==> config.mk <==
export PLATFORM = sky130hd
export DESIGN_NAME = eviction_buffer_control_flat
export DESIGN_NICKNAME = d
export VERILOG_FILES = /design/src/rtl/eviction_buffer_control_if.sv /design/src/rtl/eviction_buffer_control.sv /design/src/flat_wrapper.sv
export SDC_FILE = /design/constraint.sdc
export NUM_CORES = 1
export LEC_CHECK = 0
export ABC_AREA = 1
export BUFFER_PORTS_ARGS = -buffer_cell sky130_fd_sc_hd__buf_4
export CAP_MARGIN = 30
export CELL_PAD_IN_SITES_DETAIL_PLACEMENT = 0
export CELL_PAD_IN_SITES_GLOBAL_PLACEMENT = 2
export CORE_MARGIN = 3
export CORE_UTILIZATION = 33
export DETAILED_ROUTE_END_ITERATION = 10
export PLACE_DENSITY_LB_ADDON = 0.15
export SYNTH_ARGS = -nofsm -noshare
export SYNTH_HDL_FRONTEND = slang
export SYNTH_SLANG_ARGS = --single-unit
==> constraint.sdc <==
create_clock -name clk -period 3.5 [get_ports clk]
set_input_delay 0.175 -clock clk [delete_from_list [all_inputs] [get_ports clk]]
set_output_delay 0.175 -clock clk [all_outputs]
set_load 0.02 [all_outputs]
==> src/rtl/eviction_buffer_control_if.sv <==
// rtl/eviction_buffer_control_if.sv - lower-level, higher-level and datapath signals of the eviction buffer controller
interface eviction_buffer_control_if;
    logic       buf_mem_read;
    logic       buf_mem_write;
    logic       buf_mem_resp;
    logic [7:0] hits;
    logic       super_mem_read;
    logic       super_mem_write;
    logic       super_mem_resp;
    logic       load;
    logic [3:0] index;
    logic       valid;
    logic       dirty;
    logic       read_src_sel;
    logic [6:0] lru_in;

    modport master (
        output buf_mem_read, buf_mem_write, hits, super_mem_resp,
        input  buf_mem_resp, super_mem_read, super_mem_write, load, index,
               valid, dirty, read_src_sel, lru_in
    );

    modport slave (
        input  buf_mem_read, buf_mem_write, hits, super_mem_resp,
        output buf_mem_resp, super_mem_read, super_mem_write, load, index,
               valid, dirty, read_src_sel, lru_in
    );
endinterface

==> src/rtl/eviction_buffer_control.sv <==
// rtl/eviction_buffer_control.sv - eviction buffer way allocation, tree-PLRU and writeback control FSM
module eviction_buffer_control (
    input  logic                      clk,
    input  logic                      reset,
    eviction_buffer_control_if.slave  bus
);
    typedef enum logic [2:0] {IDLE, RD_HIT, RD_MISS, WB, INSTALL} state_t;

    state_t     state, state_nxt;
    logic [7:0] valid_vec, dirty_vec;
    logic [6:0] plru, plru_upd;
    logic [2:0] victim, victim_nxt;
    logic [7:0] qhit;
    logic [2:0] way_hit, free_way, tree_way, sel_way;
    logic       free_found;

    assign qhit = bus.hits & valid_vec;

    always_comb begin
        way_hit = '0;
        for (int i = 0; i < 8; i++)
            if (qhit[i]) way_hit = 3'(i);
    end

    // Descending scan so the lowest invalid way wins.
    always_comb begin
        free_found = 1'b0;
        free_way   = '0;
        for (int i = 7; i >= 0; i--)
            if (!valid_vec[i]) begin
                free_found = 1'b1;
                free_way   = 3'(i);
            end
    end

    assign tree_way = plru[0] ? {1'b1, plru[2], plru[2] ? plru[6] : plru[5]}
                              : {1'b0, plru[1], plru[1] ? plru[4] : plru[3]};
    assign sel_way  = free_found ? free_way : tree_way;

    always_comb begin
        plru_upd    = plru;
        plru_upd[0] = ~victim[2];
        if (!victim[2]) begin
            plru_upd[1] = ~victim[1];
            if (!victim[1]) plru_upd[3] = ~victim[0];
            else            plru_upd[4] = ~victim[0];
        end else begin
            plru_upd[2] = ~victim[1];
            if (!victim[1]) plru_upd[5] = ~victim[0];
            else            plru_upd[6] = ~victim[0];
        end
    end

    // Gated so every output reads zero while reset is held.
    assign bus.lru_in = reset ? 7'd0 : plru_upd;

    always_comb begin
        state_nxt            = state;
        victim_nxt           = victim;
        bus.load             = 1'b0;
        bus.index            = 4'd0;
        bus.valid            = 1'b0;
        bus.dirty            = 1'b0;
        bus.buf_mem_resp     = 1'b0;
        bus.super_mem_read   = 1'b0;
        bus.super_mem_write  = 1'b0;
        bus.read_src_sel     = 1'b0;
        case (state)
            IDLE: begin
                if (bus.buf_mem_write) begin
                    if (|qhit) begin
                        victim_nxt = way_hit;
                        state_nxt  = INSTALL;
                    end else begin
                        victim_nxt = sel_way;
                        state_nxt  = (valid_vec[sel_way] && dirty_vec[sel_way]) ? WB : INSTALL;
                    end
                end else if (bus.buf_mem_read) begin
                    state_nxt = (|qhit) ? RD_HIT : RD_MISS;
                end
            end
            RD_HIT: begin
                bus.index        = {1'b0, way_hit};
                bus.buf_mem_resp = 1'b1;
                state_nxt        = IDLE;
            end
            RD_MISS: begin
                bus.index          = 4'd8;
                bus.read_src_sel   = 1'b1;
                bus.super_mem_read = 1'b1;
                bus.buf_mem_resp   = bus.super_mem_resp;
                if (bus.super_mem_resp) state_nxt = IDLE;
            end
            WB: begin
                bus.index           = {1'b0, victim};
                bus.super_mem_write = 1'b1;
                if (bus.super_mem_resp) state_nxt = INSTALL;
            end
            INSTALL: begin
                bus.load         = 1'b1;
                bus.index        = {1'b0, victim};
                bus.valid        = 1'b1;
                bus.dirty        = 1'b1;
                bus.buf_mem_resp = 1'b1;
                state_nxt        = IDLE;
            end
            default: state_nxt = IDLE;
        endcase
    end

    always_ff @(posedge clk or posedge reset) begin
        if (reset) begin
            state     <= IDLE;
            valid_vec <= '0;
            dirty_vec <= '0;
            plru      <= '0;
            victim    <= '0;
        end else begin
            state  <= state_nxt;
            victim <= victim_nxt;
            if (state == INSTALL) begin
                valid_vec[victim] <= 1'b1;
                dirty_vec[victim] <= 1'b1;
                plru              <= plru_upd;
            end
        end
    end
endmodule

==> src/flat_wrapper.sv <==
// flat-port wrapper written by rule: the top's interface ports become plain ports
module eviction_buffer_control_flat 
  (clk, reset, bus_buf_mem_read, bus_buf_mem_write, bus_hits, bus_super_mem_resp, bus_buf_mem_resp, bus_super_mem_read, bus_super_mem_write, bus_load, bus_index, bus_valid, bus_dirty, bus_read_src_sel, bus_lru_in);
  eviction_buffer_control_if bus_i ();
  input  logic clk;
  input  logic reset;
  input wire logic [$bits(bus_i.buf_mem_read)-1:0] bus_buf_mem_read;
  input wire logic [$bits(bus_i.buf_mem_write)-1:0] bus_buf_mem_write;
  input wire logic [$bits(bus_i.hits)-1:0] bus_hits;
  input wire logic [$bits(bus_i.super_mem_resp)-1:0] bus_super_mem_resp;
  output wire logic [$bits(bus_i.buf_mem_resp)-1:0] bus_buf_mem_resp;
  output wire logic [$bits(bus_i.super_mem_read)-1:0] bus_super_mem_read;
  output wire logic [$bits(bus_i.super_mem_write)-1:0] bus_super_mem_write;
  output wire logic [$bits(bus_i.load)-1:0] bus_load;
  output wire logic [$bits(bus_i.index)-1:0] bus_index;
  output wire logic [$bits(bus_i.valid)-1:0] bus_valid;
  output wire logic [$bits(bus_i.dirty)-1:0] bus_dirty;
  output wire logic [$bits(bus_i.read_src_sel)-1:0] bus_read_src_sel;
  output wire logic [$bits(bus_i.lru_in)-1:0] bus_lru_in;
  assign bus_i.buf_mem_read = bus_buf_mem_read;
  assign bus_i.buf_mem_write = bus_buf_mem_write;
  assign bus_i.hits = bus_hits;
  assign bus_i.super_mem_resp = bus_super_mem_resp;
  assign bus_buf_mem_resp = bus_i.buf_mem_resp;
  assign bus_super_mem_read = bus_i.super_mem_read;
  assign bus_super_mem_write = bus_i.super_mem_write;
  assign bus_load = bus_i.load;
  assign bus_index = bus_i.index;
  assign bus_valid = bus_i.valid;
  assign bus_dirty = bus_i.dirty;
  assign bus_read_src_sel = bus_i.read_src_sel;
  assign bus_lru_in = bus_i.lru_in;
  eviction_buffer_control u_core (.clk(clk), .reset(reset), .bus(bus_i));
endmodule
==> impl_metrics.json <==
{
  "crit_path_end_kind": "output pin",
  "max_freq_ghz": 0.487,
  "ctsHoldBuffers": 0,
  "clock-sinks": 29,
  "holdWs_ns": 0.00591,
  "cts_buffers": 5,
  "drt_iter0_markers": 108,
  "placed_area_um2": 1990,
  "nFillCells": 512,
  "fin_skew_ns": 0.00533,
  "synth_fa_ha_area_share_pct": 0,
  "fin_crit_sh_pct": 58.6,
  "netlist-cell-type-count": 27,
  "hold_viol": 0,
  "die_w_um": 77.8,
  "die_area_um2": 6060,
  "max_slew_margin_pct": 61.3,
  "drc": 0,
  "core-area_um2": 4850,
  "postCtsSetupRepairBufs": 0,
  "synth-seq-area-share_pct": 42.6,
  "place.gp.congestion": 0.824,
  "ir_drop_mv": 0.419,
  "cap_violations": 0,
  "viasPerCell": 4.76,
  "grt_pass1_vias": 1601,
  "cp-start-kind": "flop",
  "finalCriticalPeriod_ns": 2.05,
  "cts-resized-gates": 0,
  "powerDensity_nw_per_um2": 968,
  "slowest_delay_ns": 0.45,
  "rsz0062_at_grt": "false",
  "diodes": 0,
  "finalNetCount": 284,
  "crit_slowest_cell": "nor2_2",
  "avgSynthCellArea_um2": 7.19,
  "total_power_mw": 2.04,
  "grt_pass1_wl_mm": 8.17,
  "io_pins": 31,
  "r2r-end": "u_core.state[2]$_DFFE_PP0P_",
  "yosys.area_share.simple_pct": 33.9,
  "synth_top_family_by_area": "simple AND/OR/NAND/NOR gates",
  "slew_viol_final": 0,
  "grt_usage_pct": 17.8,
  "io_buffer_count": 30,
  "rows": 25,
  "setup_viol": 0,
  "status": "complete, no violations",
  "antenna_found_initial": 0,
  "die_h_um": 77.8,
  "dpl.hpwl_mm": 3.81,
  "h-tree-depth": 2,
  "required_ns": 3.32,
  "ant_nets": 0,
  "routed_wl_mm": 4.90,
  "syn_inst": 237,
  "syn-num-nets": 250,
  "overflow": 0,
  "path_cells": "nor2_1 -> inv_1 -> nor2_2 -> inv_2 -> nand3_1 -> buf_4",
  "reg2regPathDepth": 8,
  "worstSetupPathType": "reg -> out",
  "cts.clk_slew.worst_paths_ns": 0.07,
  "drive_above_1_share_pct": 21.0,
  "hold_class": "in -> async",
  "clock_path_buffers": 2,
  "synth_area_um2": 1700,
  "tightest_slew_ns": 0.580,
  "start_util_pct": 35.1,
  "clockRootBuffer": "clkbuf_8",
  "rrSetupSlack_ns": 1.73,
  "grt_max_degree": 31,
  "leakagePower_nw": 1.10,
  "drt-pass1-iter-count": 4,
  "rr_startpoint": "u_core.valid_vec[2]$_DFFE_PP0P_",
  "synth.area.mux_share_pct": 0,
  "cts_tree": "done",
  "synth_compound_area_share_pct": 13.5,
  "synth_warnings": 0,
  "clk_latency_ns": 0.29,
  "ys_ff_latch": 29,
  "finalInstanceArea_um2": 2110,
  "fin_setup_tns_ns": 0,
  "num_vias": 1614,
  "crit_fanout": 12,
  "syn2layout_area_growth_pct": 23.7,
  "critical_path_arrival_ns": 1.88,
  "synthXorXnorAreaFrac_pct": 0,
  "detail_route.wl_per_cell_um": 14.4
}
## sequential cells by signal, indices dropped and copies added, names as in the netlist
register / flops
u_core.valid_vec: 8
u_core.dirty_vec: 8
u_core.victim: 3
u_core.state: 3
u_core.plru: 7
## layer usage
layer / wire [um] / vias to the layer above / global-route usage, %
met4: 112 / 0 / 8.01
li1: - / 820 / -
met3: 264 / 7 / 4.64
met2: 2130 / 42 / 26.8
met5: 0 / - / 0
met1: 2390 / 745 / 23.8
## worst max-delay path: cells and delay by family (launching register included)
kind,cells,cell delay [ns]
AND/OR/NAND/NOR,3,0.70
flip-flops,1,0.44
buffers and inverters,3,0.44
## power by group
| part | switching [mW] | internal, mW | leakage (nW) |
|---|---|---|---|
| Sequential | 0.170 | 0.489 | 0.338 |
| Clock | 0.134 | 0.232 | 0.0585 |
| Combinational | 0.649 | 0.364 | 0.708 |
## placed cells by master (no fill, tap or decap), drive strengths merged
| cell | synthesis | final |
|---|---|---|
| a211oi | 2 | 2 |
| a21oi | 11 | 11 |
| a221oi | 1 | 1 |
| a31oi | 1 | 1 |
| buf | 4 | 31 |
| bufinv | 0 | 1 |
| clkbuf | 0 | 7 |
| clkinv | 1 | 1 |
| dfrtp | 29 | 29 |
| inv | 36 | 36 |
| nand2 | 67 | 67 |
| nand3 | 23 | 23 |
| nand3b | 2 | 2 |
| nor2 | 28 | 28 |
| nor3 | 1 | 1 |
| o21ai | 21 | 21 |
| o21bai | 3 | 3 |
| o22ai | 1 | 1 |
| o31ai | 1 | 1 |
| or2 | 5 | 5 |
## cell type report
cell class              instances  area, um2  share of cell area, %
inverters                      37        139                   6.60
well taps                      67       83.8                   3.98
flip-flops and latches         29        726                   34.5
repair buffers                 31        233                   11.1
clock buffers                   7       86.3                   4.10
clock inverters                 1       30.0                   1.43
multi-input cells             167        808                   38.4
## logic make-up after synthesis
logic type             count (synthesis)
AOI/OAI and AO/OA                     41
and+or+nand+nor                      126
DFF                                   29
buffers and inverters                 41
## worst max-delay path by stage
stage | from | end | slack, ns
after floorplan | u_core.state[1]$_DFFE_PP0P_ | bus_index[0] | 1.74
after global placement | u_core.valid_vec[2]$_DFFE_PP0P_ | u_core.state[2]$_DFFE_PP0P_ | 1.72
after detailed placement | u_core.valid_vec[2]$_DFFE_PP0P_ | u_core.state[2]$_DFFE_PP0P_ | 1.71
after CTS | u_core.state[1]$_DFFE_PP0P_ | bus_buf_mem_resp | 1.43
after global routing | u_core.state[1]$_DFFE_PP0P_ | bus_index[0] | 1.26
final | u_core.state[1]$_DFFE_PP0P_ | bus_buf_mem_resp | 1.45
## cells in the mapped netlist (all sizes together)
cell type | count | area, um2
o21ai | 21 | 105
clkinv | 1 | 3.75
a221oi | 1 | 8.76
a31oi | 1 | 6.26
dfrtp | 29 | 726
a211oi | 2 | 15.0
o31ai | 1 | 7.51
nor3 | 1 | 5.00
o22ai | 1 | 6.26
nand2 | 67 | 264
inv | 36 | 135
a21oi | 11 | 58.8
or2 | 5 | 31.3
nand3 | 23 | 143
o21bai | 3 | 22.5
nand3b | 2 | 15.0
nor2 | 28 | 120
buf | 4 | 30.0
## per-stage QoR
stage	cells	util [%]	setup slack, ns
6_report	339	43.4	1.45
2_1_floorplan	237	-	1.74
5_1_grt	339	43.4	1.26
3_3_place_gp	331	41.0	1.72
3_5_place_dp	331	41.0	1.71
4_1_cts	339	43.4	1.43
Note: power is estimated with default switching activity, not from simulation.
